===== config.mk =====
export PLATFORM = sky130hd
export DESIGN_NAME = intc_apb_gen_flat
export DESIGN_NICKNAME = d
export VERILOG_FILES = /design/src/rtl/intc_pkg.sv /design/src/rtl/intc_apb_gen_if.sv /design/src/rtl/intc_chan.sv /design/src/rtl/intc_apb_gen.sv /design/src/flat_wrapper.sv
export SDC_FILE = /design/constraint.sdc
export NUM_CORES = 1
export LEC_CHECK = 0
export ABC_AREA = 0
export BUFFER_PORTS_ARGS = -buffer_cell sky130_fd_sc_hd__buf_4
export CAP_MARGIN = 20
export CORE_ASPECT_RATIO = 0.8
export CORE_MARGIN = 2
export CORE_UTILIZATION = 60
export DETAILED_ROUTE_END_ITERATION = 10
export GPL_ROUTABILITY_DRIVEN = 0
export PLACE_DENSITY = 0.85
export SLEW_MARGIN = 10
export SYNTH_ARGS = -nofsm -noshare
export SYNTH_HDL_FRONTEND = slang
export SYNTH_SLANG_ARGS = --single-unit

===== constraint.sdc =====
create_clock -name apb_pclk -period 13.18 [get_ports apb_pclk]
set_clock_uncertainty 0.05 [all_clocks]
set_input_delay 2.636 -clock apb_pclk [delete_from_list [all_inputs] [get_ports apb_pclk]]
set_output_delay 2.636 -clock apb_pclk [all_outputs]
set_load 0.03 [all_outputs]

===== src/rtl/intc_pkg.sv =====
// ============================================================================
//  Module      : intc_pkg
//  Description : Shared constants for the APB interrupt controller: register
//                byte offsets and the layout of the VEC register.
//  Revision    : 1.0 - initial release
// ============================================================================
`default_nettype none

package intc_pkg;

    // Register byte offsets (only paddr[5:2] is decoded, so these are
    // compared against {paddr[5:2], 2'b00}).
    localparam logic [5:0] INTC_EN   = 6'h00;
    localparam logic [5:0] INTC_EDGE = 6'h04;
    localparam logic [5:0] INTC_POL  = 6'h08;
    localparam logic [5:0] INTC_BOTH = 6'h0C;
    localparam logic [5:0] INTC_CLR  = 6'h10;
    localparam logic [5:0] INTC_SET  = 6'h14;
    localparam logic [5:0] INTC_PEND = 6'h18;
    localparam logic [5:0] INTC_OUT  = 6'h1C;
    localparam logic [5:0] INTC_VEC  = 6'h20;

    // VEC register layout
    localparam int C_VEC_VALID_BIT = 31;
    localparam int C_ID_W          = 5;

endpackage : intc_pkg

`default_nettype wire


===== src/rtl/intc_apb_gen_if.sv =====
// ============================================================================
//  Module      : intc_apb_gen_if
//  Description : APB peripheral bus bundle for the interrupt controller.
//                master : drives select/enable/write/address/write data
//                slave  : returns combinational read data and a fixed ack
//  Revision    : 1.0 - initial release
// ============================================================================
`default_nettype none

interface intc_apb_gen_if #(
    parameter int ADDR_W = 20
);
    logic              apb_psel;
    logic              apb_penable;
    logic              apb_pwrite;
    logic [ADDR_W-1:0] apb_paddr;
    logic [31:0]       apb_pwdata;
    logic [31:0]       apb_prdata;
    logic              apb_ack;

    modport master (
        output apb_psel, apb_penable, apb_pwrite, apb_paddr, apb_pwdata,
        input  apb_prdata, apb_ack
    );

    modport slave (
        input  apb_psel, apb_penable, apb_pwrite, apb_paddr, apb_pwdata,
        output apb_prdata, apb_ack
    );
endinterface : intc_apb_gen_if

`default_nettype wire


===== src/rtl/intc_chan.sv =====
// ============================================================================
//  Module      : intc_chan
//  Description : One interrupt channel: edge detection on the synchronised
//                input, the pending flop, and enable masking.
//  Ports       : clk/rst      - clock, async active-high reset
//                i_s / i_d    - synchronised input and its one-cycle delay
//                i_en/i_edge/i_pol/i_both - channel configuration bits
//                i_set/i_clr  - software set / clear of pending
//                o_pend       - pending flop
//                o_out        - masked channel output
//  Revision    : 1.0 - initial release
// ============================================================================
`default_nettype none

module intc_chan (
    input  wire logic clk,
    input  wire logic rst,
    input  wire logic i_s,
    input  wire logic i_d,
    input  wire logic i_en,
    input  wire logic i_edge,
    input  wire logic i_pol,
    input  wire logic i_both,
    input  wire logic i_set,
    input  wire logic i_clr,
    output logic      o_pend,
    output logic      o_out
);

    logic r_pend;
    logic w_level_act;
    logic w_det;

    assign w_level_act = (i_s == i_pol);

    // Detection runs whatever the mode or enable: PEND is observable and
    // only feeds OUT when the channel is in edge mode.
    assign w_det = (i_s != i_d) && (i_both || w_level_act);

    // An edge always wins, so a coincident software clear cannot lose it.
    always_ff @(posedge clk or posedge rst) begin
        if (rst) begin
            r_pend <= 1'b0;
        end else if (w_det) begin
            r_pend <= 1'b1;
        end else if (i_set) begin
            r_pend <= 1'b1;
        end else if (i_clr) begin
            r_pend <= 1'b0;
        end
    end

    assign o_pend = r_pend;
    assign o_out  = i_en && (i_edge ? r_pend : w_level_act);

endmodule : intc_chan

`default_nettype wire


===== src/rtl/intc_apb_gen.sv =====
// ============================================================================
//  Module      : intc_apb_gen
//  Description : Parametrised APB interrupt controller. NUM_INT asynchronous
//                sources are synchronised, qualified per channel and combined
//                into one CPU interrupt plus a fixed-priority vector (lowest
//                index wins).
//  Ports       : apb_pclk/apb_rst - clock, async active-high reset
//                bus              - APB slave (zero wait states)
//                int_in           - raw asynchronous sources
//                int_o            - OR of all masked active channels
//                int_id/int_valid - highest-priority active channel
//  Revision    : 1.0 - initial release
// ============================================================================
`default_nettype none

module intc_apb_gen
    import intc_pkg::*;
#(
    parameter int          NUM_INT     = 16,
    parameter int          SYNC_STAGES = 2,
    parameter int          ADDR_W      = 20,
    parameter logic [31:0] EN_RST      = 32'h0000_0000,
    parameter logic [31:0] POL_RST     = 32'hFFFF_FFFF
) (
    input  wire logic               apb_pclk,
    input  wire logic               apb_rst,
    intc_apb_gen_if.slave           bus,
    input  wire logic [NUM_INT-1:0] int_in,
    output logic                    int_o,
    output logic [C_ID_W-1:0]       int_id,
    output logic                    int_valid
);

    // ------------------------------------------------------------------
    // Bus decode
    // ------------------------------------------------------------------
    logic       w_wr;
    logic       w_rd;
    logic [5:0] w_off;
    logic       w_unused_bus;

    assign w_wr  = bus.apb_psel && bus.apb_penable &&  bus.apb_pwrite;
    assign w_rd  = bus.apb_psel && bus.apb_penable && !bus.apb_pwrite;
    assign w_off = {bus.apb_paddr[5:2], 2'b00};

    // Address bits outside [5:2] and write-data bits above NUM_INT are
    // intentionally ignored.
    assign w_unused_bus = ^{bus.apb_paddr[ADDR_W-1:0], bus.apb_pwdata};

    assign bus.apb_ack = 1'b1;

    // ------------------------------------------------------------------
    // Configuration registers
    // ------------------------------------------------------------------
    logic [NUM_INT-1:0] r_en;
    logic [NUM_INT-1:0] r_edge;
    logic [NUM_INT-1:0] r_pol;
    logic [NUM_INT-1:0] r_both;
    logic [NUM_INT-1:0] w_wdata;

    assign w_wdata = bus.apb_pwdata[NUM_INT-1:0];

    always_ff @(posedge apb_pclk or posedge apb_rst) begin
        if (apb_rst) begin
            r_en   <= EN_RST[NUM_INT-1:0];
            r_edge <= '0;
            r_pol  <= POL_RST[NUM_INT-1:0];
            r_both <= '0;
        end else if (w_wr) begin
            if (w_off == INTC_EN)   r_en   <= w_wdata;
            if (w_off == INTC_EDGE) r_edge <= w_wdata;
            if (w_off == INTC_POL)  r_pol  <= w_wdata;
            if (w_off == INTC_BOTH) r_both <= w_wdata;
        end
    end

    // SET/CLR are write-only strobes applied for the single write cycle.
    logic [NUM_INT-1:0] w_set;
    logic [NUM_INT-1:0] w_clr;

    assign w_set = (w_wr && (w_off == INTC_SET)) ? w_wdata : '0;
    assign w_clr = (w_wr && (w_off == INTC_CLR)) ? w_wdata : '0;

    // ------------------------------------------------------------------
    // Synchroniser: SYNC_STAGES-deep shift register, then one delay flop
    // used for edge detection.
    // ------------------------------------------------------------------
    logic [NUM_INT-1:0] r_sync [SYNC_STAGES];
    logic [NUM_INT-1:0] r_dly;
    logic [NUM_INT-1:0] w_s;

    always_ff @(posedge apb_pclk or posedge apb_rst) begin
        if (apb_rst) begin
            for (int k = 0; k < SYNC_STAGES; k++) begin
                r_sync[k] <= '0;
            end
            r_dly <= '0;
        end else begin
            r_sync[0] <= int_in;
            for (int k = 1; k < SYNC_STAGES; k++) begin
                r_sync[k] <= r_sync[k-1];
            end
            r_dly <= r_sync[SYNC_STAGES-1];
        end
    end

    assign w_s = r_sync[SYNC_STAGES-1];

    // ------------------------------------------------------------------
    // Channels
    // ------------------------------------------------------------------
    logic [NUM_INT-1:0] w_pend;
    logic [NUM_INT-1:0] w_out;

    for (genvar i = 0; i < NUM_INT; i++) begin : g_chan
        intc_chan u_chan (
            .clk    (apb_pclk),
            .rst    (apb_rst),
            .i_s    (w_s[i]),
            .i_d    (r_dly[i]),
            .i_en   (r_en[i]),
            .i_edge (r_edge[i]),
            .i_pol  (r_pol[i]),
            .i_both (r_both[i]),
            .i_set  (w_set[i]),
            .i_clr  (w_clr[i]),
            .o_pend (w_pend[i]),
            .o_out  (w_out[i])
        );
    end

    // ------------------------------------------------------------------
    // Aggregation and fixed-priority vector (lowest index wins: scan from
    // the top so the last hit is the lowest index).
    // ------------------------------------------------------------------
    logic [C_ID_W-1:0] w_id;

    always_comb begin
        w_id = '0;
        for (int i = NUM_INT - 1; i >= 0; i--) begin
            if (w_out[i]) begin
                w_id = C_ID_W'(i);
            end
        end
    end

    assign int_o     = |w_out;
    assign int_valid = |w_out;
    assign int_id    = w_id;

    // ------------------------------------------------------------------
    // Read mux (combinational, zero when not reading)
    // ------------------------------------------------------------------
    always_comb begin
        bus.apb_prdata = '0;
        if (w_rd) begin
            case (w_off)
                INTC_EN:   bus.apb_prdata[NUM_INT-1:0] = r_en;
                INTC_EDGE: bus.apb_prdata[NUM_INT-1:0] = r_edge;
                INTC_POL:  bus.apb_prdata[NUM_INT-1:0] = r_pol;
                INTC_BOTH: bus.apb_prdata[NUM_INT-1:0] = r_both;
                INTC_PEND: bus.apb_prdata[NUM_INT-1:0] = w_pend;
                INTC_OUT:  bus.apb_prdata[NUM_INT-1:0] = w_out;
                INTC_VEC: begin
                    bus.apb_prdata[C_VEC_VALID_BIT] = int_valid;
                    bus.apb_prdata[C_ID_W-1:0]      = int_id;
                end
                default:   bus.apb_prdata = '0;
            endcase
        end
    end

endmodule : intc_apb_gen

`default_nettype wire


===== src/flat_wrapper.sv =====
// flat-port wrapper written by rule: the top's interface ports become plain ports
module intc_apb_gen_flat import intc_pkg::*;
#(
    parameter int          NUM_INT     = 16,
    parameter int          SYNC_STAGES = 2,
    parameter int          ADDR_W      = 20,
    parameter logic [31:0] EN_RST      = 32'h0000_0000,
    parameter logic [31:0] POL_RST     = 32'hFFFF_FFFF
)
  (apb_pclk, apb_rst, int_in, int_o, int_id, int_valid, bus_apb_psel, bus_apb_penable, bus_apb_pwrite, bus_apb_paddr, bus_apb_pwdata, bus_apb_prdata, bus_apb_ack);
  intc_apb_gen_if #(.ADDR_W(ADDR_W)) bus_i ();
  input  wire logic apb_pclk;
  input  wire logic apb_rst;
  input  wire logic [NUM_INT-1:0] int_in;
  output logic int_o;
  output logic [C_ID_W-1:0] int_id;
  output logic int_valid;
  input wire logic [$bits(bus_i.apb_psel)-1:0] bus_apb_psel;
  input wire logic [$bits(bus_i.apb_penable)-1:0] bus_apb_penable;
  input wire logic [$bits(bus_i.apb_pwrite)-1:0] bus_apb_pwrite;
  input wire logic [$bits(bus_i.apb_paddr)-1:0] bus_apb_paddr;
  input wire logic [$bits(bus_i.apb_pwdata)-1:0] bus_apb_pwdata;
  output wire logic [$bits(bus_i.apb_prdata)-1:0] bus_apb_prdata;
  output wire logic [$bits(bus_i.apb_ack)-1:0] bus_apb_ack;
  assign bus_i.apb_psel = bus_apb_psel;
  assign bus_i.apb_penable = bus_apb_penable;
  assign bus_i.apb_pwrite = bus_apb_pwrite;
  assign bus_i.apb_paddr = bus_apb_paddr;
  assign bus_i.apb_pwdata = bus_apb_pwdata;
  assign bus_apb_prdata = bus_i.apb_prdata;
  assign bus_apb_ack = bus_i.apb_ack;
  intc_apb_gen #(.NUM_INT(NUM_INT), .SYNC_STAGES(SYNC_STAGES), .ADDR_W(ADDR_W), .EN_RST(EN_RST), .POL_RST(POL_RST)) u_core (.apb_pclk(apb_pclk), .apb_rst(apb_rst), .bus(bus_i), .int_in(int_in), .int_o(int_o), .int_id(int_id), .int_valid(int_valid));
endmodule

* Yosys cells after proc, flatten, opt, wreduce, memory -nomap -nowiden *
Index checks and enable logic that the tools add are counted.

storage, ports and cells
  bits in registers = 128
  latch bits = 0
  bits in writable memories = 0
  bits in read-only memories = 0
  logic and storage cells = 225
  memories kept = 0

cells by class
  add/subtract/negate cells = 0
  multipliers = 0
  divide/modulo/power cells = 0
  order comparisons = 0
  equality and inequality tests = 40
  shifts and indexed selects = 0
  multiplexer cells = 86
  bitwise operators = 0
  reductions and logical operators = 76

operators by type and width
  kind                count
  $pmux 11 s6         1
  $mux 1              65
  $mux 4              16
  $reduce_bool 3->1   16
  $logic_and 1x1->1   37
  $pmux 5 s7          1
  $mux 16             2
  $mux 32             1
  $eq 1x1->1          16
  $eq 4x3->1 const B  4
  $logic_or 1x1->1    16
  $ne 1x1->1          16
  $reduce_or 16->1    1
  $eq 4x2->1 const B  2
  $reduce_and 2->1    4
  $logic_not 6->1     1
  $eq 4x1->1 const B  1
  $eq 4x4->1 const B  1
  $logic_not 1->1     1

* Logic depth before layout (Yosys ltp) *
  depth in word-level cells = 21
  mapped depth = 8
  mapped depth without buffers = 6

* Hierarchy *
From an unflattened synthesis, not the netlist that was laid out.

second synthesis, totals
  cells, all modules = 603
  area total of the unflattened synthesis = 6501.2 µm²

by module, submodules not included
  module        times used  cells an instance  area an instance (µm²)  seq. area each (µm²)
  intc_apb_gen  1           395                5079.9                  2822.7
  intc_chan     16          13                 88.8                    25.0

* Worst setup path after synthesis *
OpenSTA, ideal clock, no wires.

  kind = input -> output
  from = in bus_apb_paddr[4]
  to = out bus_apb_prdata[0]
  data arrival time = 4.299 ns
  required time = 10.494 ns
  path slack = 6.195 ns
  cell stages on the path = 8
  buffers on the path = 2
  cell sequence = buf_4 -> nor2b_1 -> and3b_1 -> clkbuf_1 -> a222oi_1 -> nand3_1 -> a211oi_1 -> nor3_1

on the way
  longest elaborated chain between the ends = 3
  elaborated cells between the ends (all ways) = 9

RTL lines
  what                                RTL line             source
  from (decl)                         flat_wrapper.sv:21   input wire logic [$bits(bus_i.apb_paddr)-1:0] bus_apb_paddr;
  $eq 4x4->1 (tied with other cells)  intc_apb_gen.sv:157  case (w_off)
  $pmux 5 s7 (*)                      intc_apb_gen.sv:157
  $mux 32 (*)                         intc_apb_gen.sv:156  if (w_rd) begin
  to (decl)                           flat_wrapper.sv:23   output wire logic [$bits(bus_i.apb_prdata)-1:0] bus_apb_prdata;

Mark *: on every way between the ends. The rest lies on a longest branch, timed or not.

* Worst setup path after layout *
Same ends and word-level chain as after synthesis.

==> impl_summary.md <==
Clock network
For the worst-skew pair, the clock arrives at the later sink with an insertion delay of 0.42 ns. The clock slew seen by the registers of the worst setup and hold paths is around 0.050 ns. The count of instances resized after the clock tree is built is 0. The post-CTS repair timing setup buffer count is 0. The CTS tree is yes.

For this design, the sink count on the clock tree is roughly 130. The maximum number of buffers from clock root to sink is 2. The number of CTS-inserted buffers is 17. The H-tree generated during clock tree synthesis spans 4 levels. After clock tree synthesis, the flow added hold-fix buffers numbering 0. The library cell used as clock root buffer is sky130_fd_sc_hd__clkbuf_16.

Cells and area
The net count of the finished layout is roughly 690. The number of filler cells placed in the layout is roughly 680. The final cell count without fillers is approximately 760. The design area is about 7200 sq um. Summing all flip-flop and latch instances after layout gives between 3000 and 4000 sq um. The antenna diode count is 0.

The share of final-layout standard cells stronger than drive strength 1 is between 30% and 40%. The area growth from synthesis to final layout is 18.0%. Summing all multi-input logic gate instances after layout gives roughly 2600 sq um. The utilization of the core after routing is 74.0%.

Timing
The post-route clock period utilization is ~56%. The minimum clock period after layout is ~7.4 ns. The final hold violation count is 0. Across all hold checks on the routed design, the worst slack comes to around 0.3 ns.

Setup slack closes at just under 6 ns. The headroom to the max-slew limit is a little over a fifth. The final setup TNS is 0 ns. The max-slew violation count was 0.

At the pin with the least slew margin, the transition time is 1.18 ns. Timing would allow up to 0.135 GHz. Setup repair after global routing left no endpoint under its margin. Setup violations remaining at the end of the flow were counted as 0.

Synthesis
By area the synthesized netlist is led by sky130_fd_sc_hd__dfrtp_1, sky130_fd_sc_hd__mux2_2, sky130_fd_sc_hd__dfstp_2, sky130_fd_sc_hd__nand2_1, sky130_fd_sc_hd__o21ai_0. The synthesis-stage register bit count is between 100 and 150. The share of the Yosys chip area taken by registers is 52.6%. In the synthesized netlist the async set-or-reset flop fraction comes to 100%.

Of all cell types, the one taking the most synthesized area is sky130_fd_sc_hd__dfrtp_1. After technology mapping, the gate count stands at between 500 and 600. Each instance of the synthesized netlist takes up on average ~11 sq um. The leading register cell type out of synthesis is sky130_fd_sc_hd__dfrtp_1. The unique cell type count in the Yosys netlist is slightly below 50. In this run the cell area of the synthesized design comes to 6120 sq um. In this run, synthesis inferred 0 flip-flops with an integrated enable.

During synthesis, Yosys emitted a total of 0 warnings. The area share of the leading cell type in the synthesized netlist is 45.8%.

Power and ir drop
The part of the power in combinational logic is approximately 17%. IR analysis of the VDD net gives a maximum drop of 0.000147 V. The total internal power is between 0.8 and 0.9 mW.

The clock network is responsible for between 40% and 50% of the overall power. In this run, flip-flops and latches consume 42.1% of the power. The switching power is between 0.3 and 0.4 mW. In this run switching power makes up 28.6% of total power.

Power comes to between 1 and 1.5 mW. The total power per unit cell area is 156 nW/um^2. The total leakage power is around 3.2 nW.

Placement
The half-perimeter wire length after detailed placement is ~9.4 mm. The post-placement setup slack is a little under 6 ns. Including well taps, the total number of placed cells is roughly 730. In this run the tool buffered the top-level ports with 63 buffer cells.

In this run the cell area measured after placement is 6610 sq um.

Worst setup path
The required time at the endpoint of the critical path is roughly 10 ns. The data arrival time of the worst path is about 4.7 ns. STA classifies the critical path startpoint as a primary input.

The worst-path maximum fanout is 16. The setup slack of the most critical reg-to-reg path is roughly 12 ns. The kind of critical path is primary input to output pin.

The critical path capture point type is an output pin. The depth of the worst register-to-register path is 4. In this run the critical register-to-register path is captured at u_core.g_chan[3].u_chan.o_pend.

The launch point of the worst reg-to-reg path is u_core.r_pol[3].

Run status
The flow ran to the end, and the final reports show no timing, DRC or antenna violations.

Global route
The number of global-route vias before repair is roughly 4.7k. The wire length of the first global-routing pass is 24.7 mm. After global routing the overflow that remains totals 0. Entering global routing, the biggest net connects 74 pins.

Global routing consumed, over all layers together, between 30% and 40% of the routing resources. The initial antenna violation count is 0.

Drt
In the final routed layout, each cell accounts on average for 20.1 microns. The total DRC errors in the routed layout is 0. The routed design has approximately 15 mm of wire. The iteration count of the initial detailed-routing pass is 7. The final antenna-violating net count is 0.

The detailed router finished its first iteration with roughly 750 violations. The detailed router placed around 5k vias in this run. Dividing the detail-routed via count by the number of cells gives between 6 and 7.

Floorplan
The core outline area is approximately 9800 sq um. The die covers approximately 11000 sq um. Once the floorplan was initialized, standard cells occupied between 60% and 70% of the core. The floorplan row count is 32. The horizontal die dimension is roughly 120 microns.

Measured along the y axis, the die boundary spans around 94 microns. The total I/O pin count is between 100 and 150.

Min path
The endpoint of the worst hold-timing path is u_core.w_s[1]. The path class of the tightest hold or removal check is register to register. The launch point of the worst hold path is u_core.r_sync[17]. Counting instances, the worst hold path has a depth of 0.

Job
Across the run, the number of max-cap violations was 0.
==> cell families after synthesis <==
group           synth area share (%)
compound gates                  16.6
xor+xnor                        4.43
buf+inv                         5.48
flops                           52.6
mux                             9.20
other cells                    0.123
simple gates                    11.5
==> final cells by class <==
cell class                 instances  share of cell area (%)
sequential                       128                    44.6
multi-input combinational        375                    36.3
timing repair buffer              72                    7.69
clock buffer                      22                    6.42
tap                              136                    2.35
clock inverter                    10                    1.54
inverter                          21                    1.13
==> worst max-delay path by stage <==
stage | start | cells after the start | to
6_report | bus_apb_paddr[4] | 8 | bus_apb_prdata[0]
2_1_floorplan | bus_apb_paddr[4] | 8 | bus_apb_prdata[0]
5_1_grt | bus_apb_paddr[4] | 8 | bus_apb_prdata[0]
4_1_cts | bus_apb_paddr[3] | 7 | bus_apb_prdata[0]
3_5_place_dp | bus_apb_paddr[3] | 7 | bus_apb_prdata[0]
3_3_place_gp | bus_apb_paddr[3] | 7 | bus_apb_prdata[0]
==> per-layer routing <==
| metal | vias up | part of all wire (%) | track usage, % | wire length [microns] |
|---|---|---|---|---|
| li1 | 2100 | - | - | - |
| met1 | 2360 | 40 | 41.5 | 6090 |
| met2 | 352 | 47 | 45.7 | 7210 |
| met3 | 63 | 11 | 8.73 | 1680 |
| met4 | 0 | 2.7 | 10.5 | 421 |
| met5 | - | 0 | 0 | 0 |
==> flip-flops by register name (all words and copies together) (netlist names) <==
| name | count |
|---|---|
| u_core.r_edge | 16 |
| u_core.r_both | 16 |
| u_core.r_dly | 16 |
| u_core.r_pol | 16 |
| u_core.r_en | 16 |
| u_core.g_chan.u_chan.o_pend | 16 |
| u_core.w_s | 16 |
| u_core.r_sync | 16 |
==> worst max-delay path: stages <==
cell,delay [ns]
sky130_fd_sc_hd__buf_4,0.16
sky130_fd_sc_hd__nor2b_1,0.28
sky130_fd_sc_hd__and3b_1,0.81
sky130_fd_sc_hd__a222oi_1,0.19
sky130_fd_sc_hd__nand3_1,0.15
sky130_fd_sc_hd__a211oi_1,0.06
sky130_fd_sc_hd__nor3_1,0.22
sky130_fd_sc_hd__buf_4,0.20
==> synth_stat cells, types with 3 or more instances <==
| master | count |
|---|---|
| sky130_fd_sc_hd__nor2b_1 | 4 |
| sky130_fd_sc_hd__a21oi_1 | 8 |
| sky130_fd_sc_hd__xnor2_1 | 10 |
| sky130_fd_sc_hd__clkbuf_1 | 9 |
| sky130_fd_sc_hd__o21ai_1 | 3 |
| sky130_fd_sc_hd__nand2b_1 | 6 |
| sky130_fd_sc_hd__a222oi_1 | 16 |
| sky130_fd_sc_hd__and3_1 | 10 |
| sky130_fd_sc_hd__dfrtp_1 | 112 |
| sky130_fd_sc_hd__a31oi_1 | 20 |
| sky130_fd_sc_hd__mux2_2 | 48 |
| sky130_fd_sc_hd__nand3_1 | 11 |
| sky130_fd_sc_hd__a31o_2 | 6 |
| sky130_fd_sc_hd__nor2_1 | 17 |
| sky130_fd_sc_hd__xor2_1 | 21 |
| sky130_fd_sc_hd__a22oi_1 | 25 |
| sky130_fd_sc_hd__a211oi_1 | 3 |
| sky130_fd_sc_hd__a221o_1 | 7 |
| sky130_fd_sc_hd__o21ai_0 | 43 |
| sky130_fd_sc_hd__inv_1 | 20 |
| sky130_fd_sc_hd__buf_2 | 10 |
| sky130_fd_sc_hd__nand2_1 | 69 |
| sky130_fd_sc_hd__dfstp_2 | 16 |
| sky130_fd_sc_hd__buf_4 | 23 |
| sky130_fd_sc_hd__nor4b_4 | 3 |
==> power groups by stage <==
| stage | logic [mW] | clock network, mW | registers [mW] |
|---|---|---|---|
| after global placement | 0.183 | 0 | 0.476 |
| after detailed placement | 0.190 | 0 | 0.479 |
| after floorplan | 0.144 | 0 | 0.469 |
| after global routing | 0.213 | 0.480 | 0.479 |
| after CTS | 0.193 | 0.460 | 0.473 |
| final | 0.197 | 0.457 | 0.475 |
==> placed cells by master, fill, tap and decap left out, drive strengths merged, types with 10 or more instances in the layout <==
cell,Yosys,layout
dfstp,16,16
dfrtp,112,112
nand2,69,69
nand3,11,11
and3,10,10
conb,2,17
o21ai,47,47
xnor2,10,10
clkbuf,9,22
inv,21,21
a31oi,20,20
buf,33,72
xor2,21,21
nor2,18,18
a222oi,16,16
mux2,48,48
a22oi,25,25
Power figures use the tool's default switching activity.
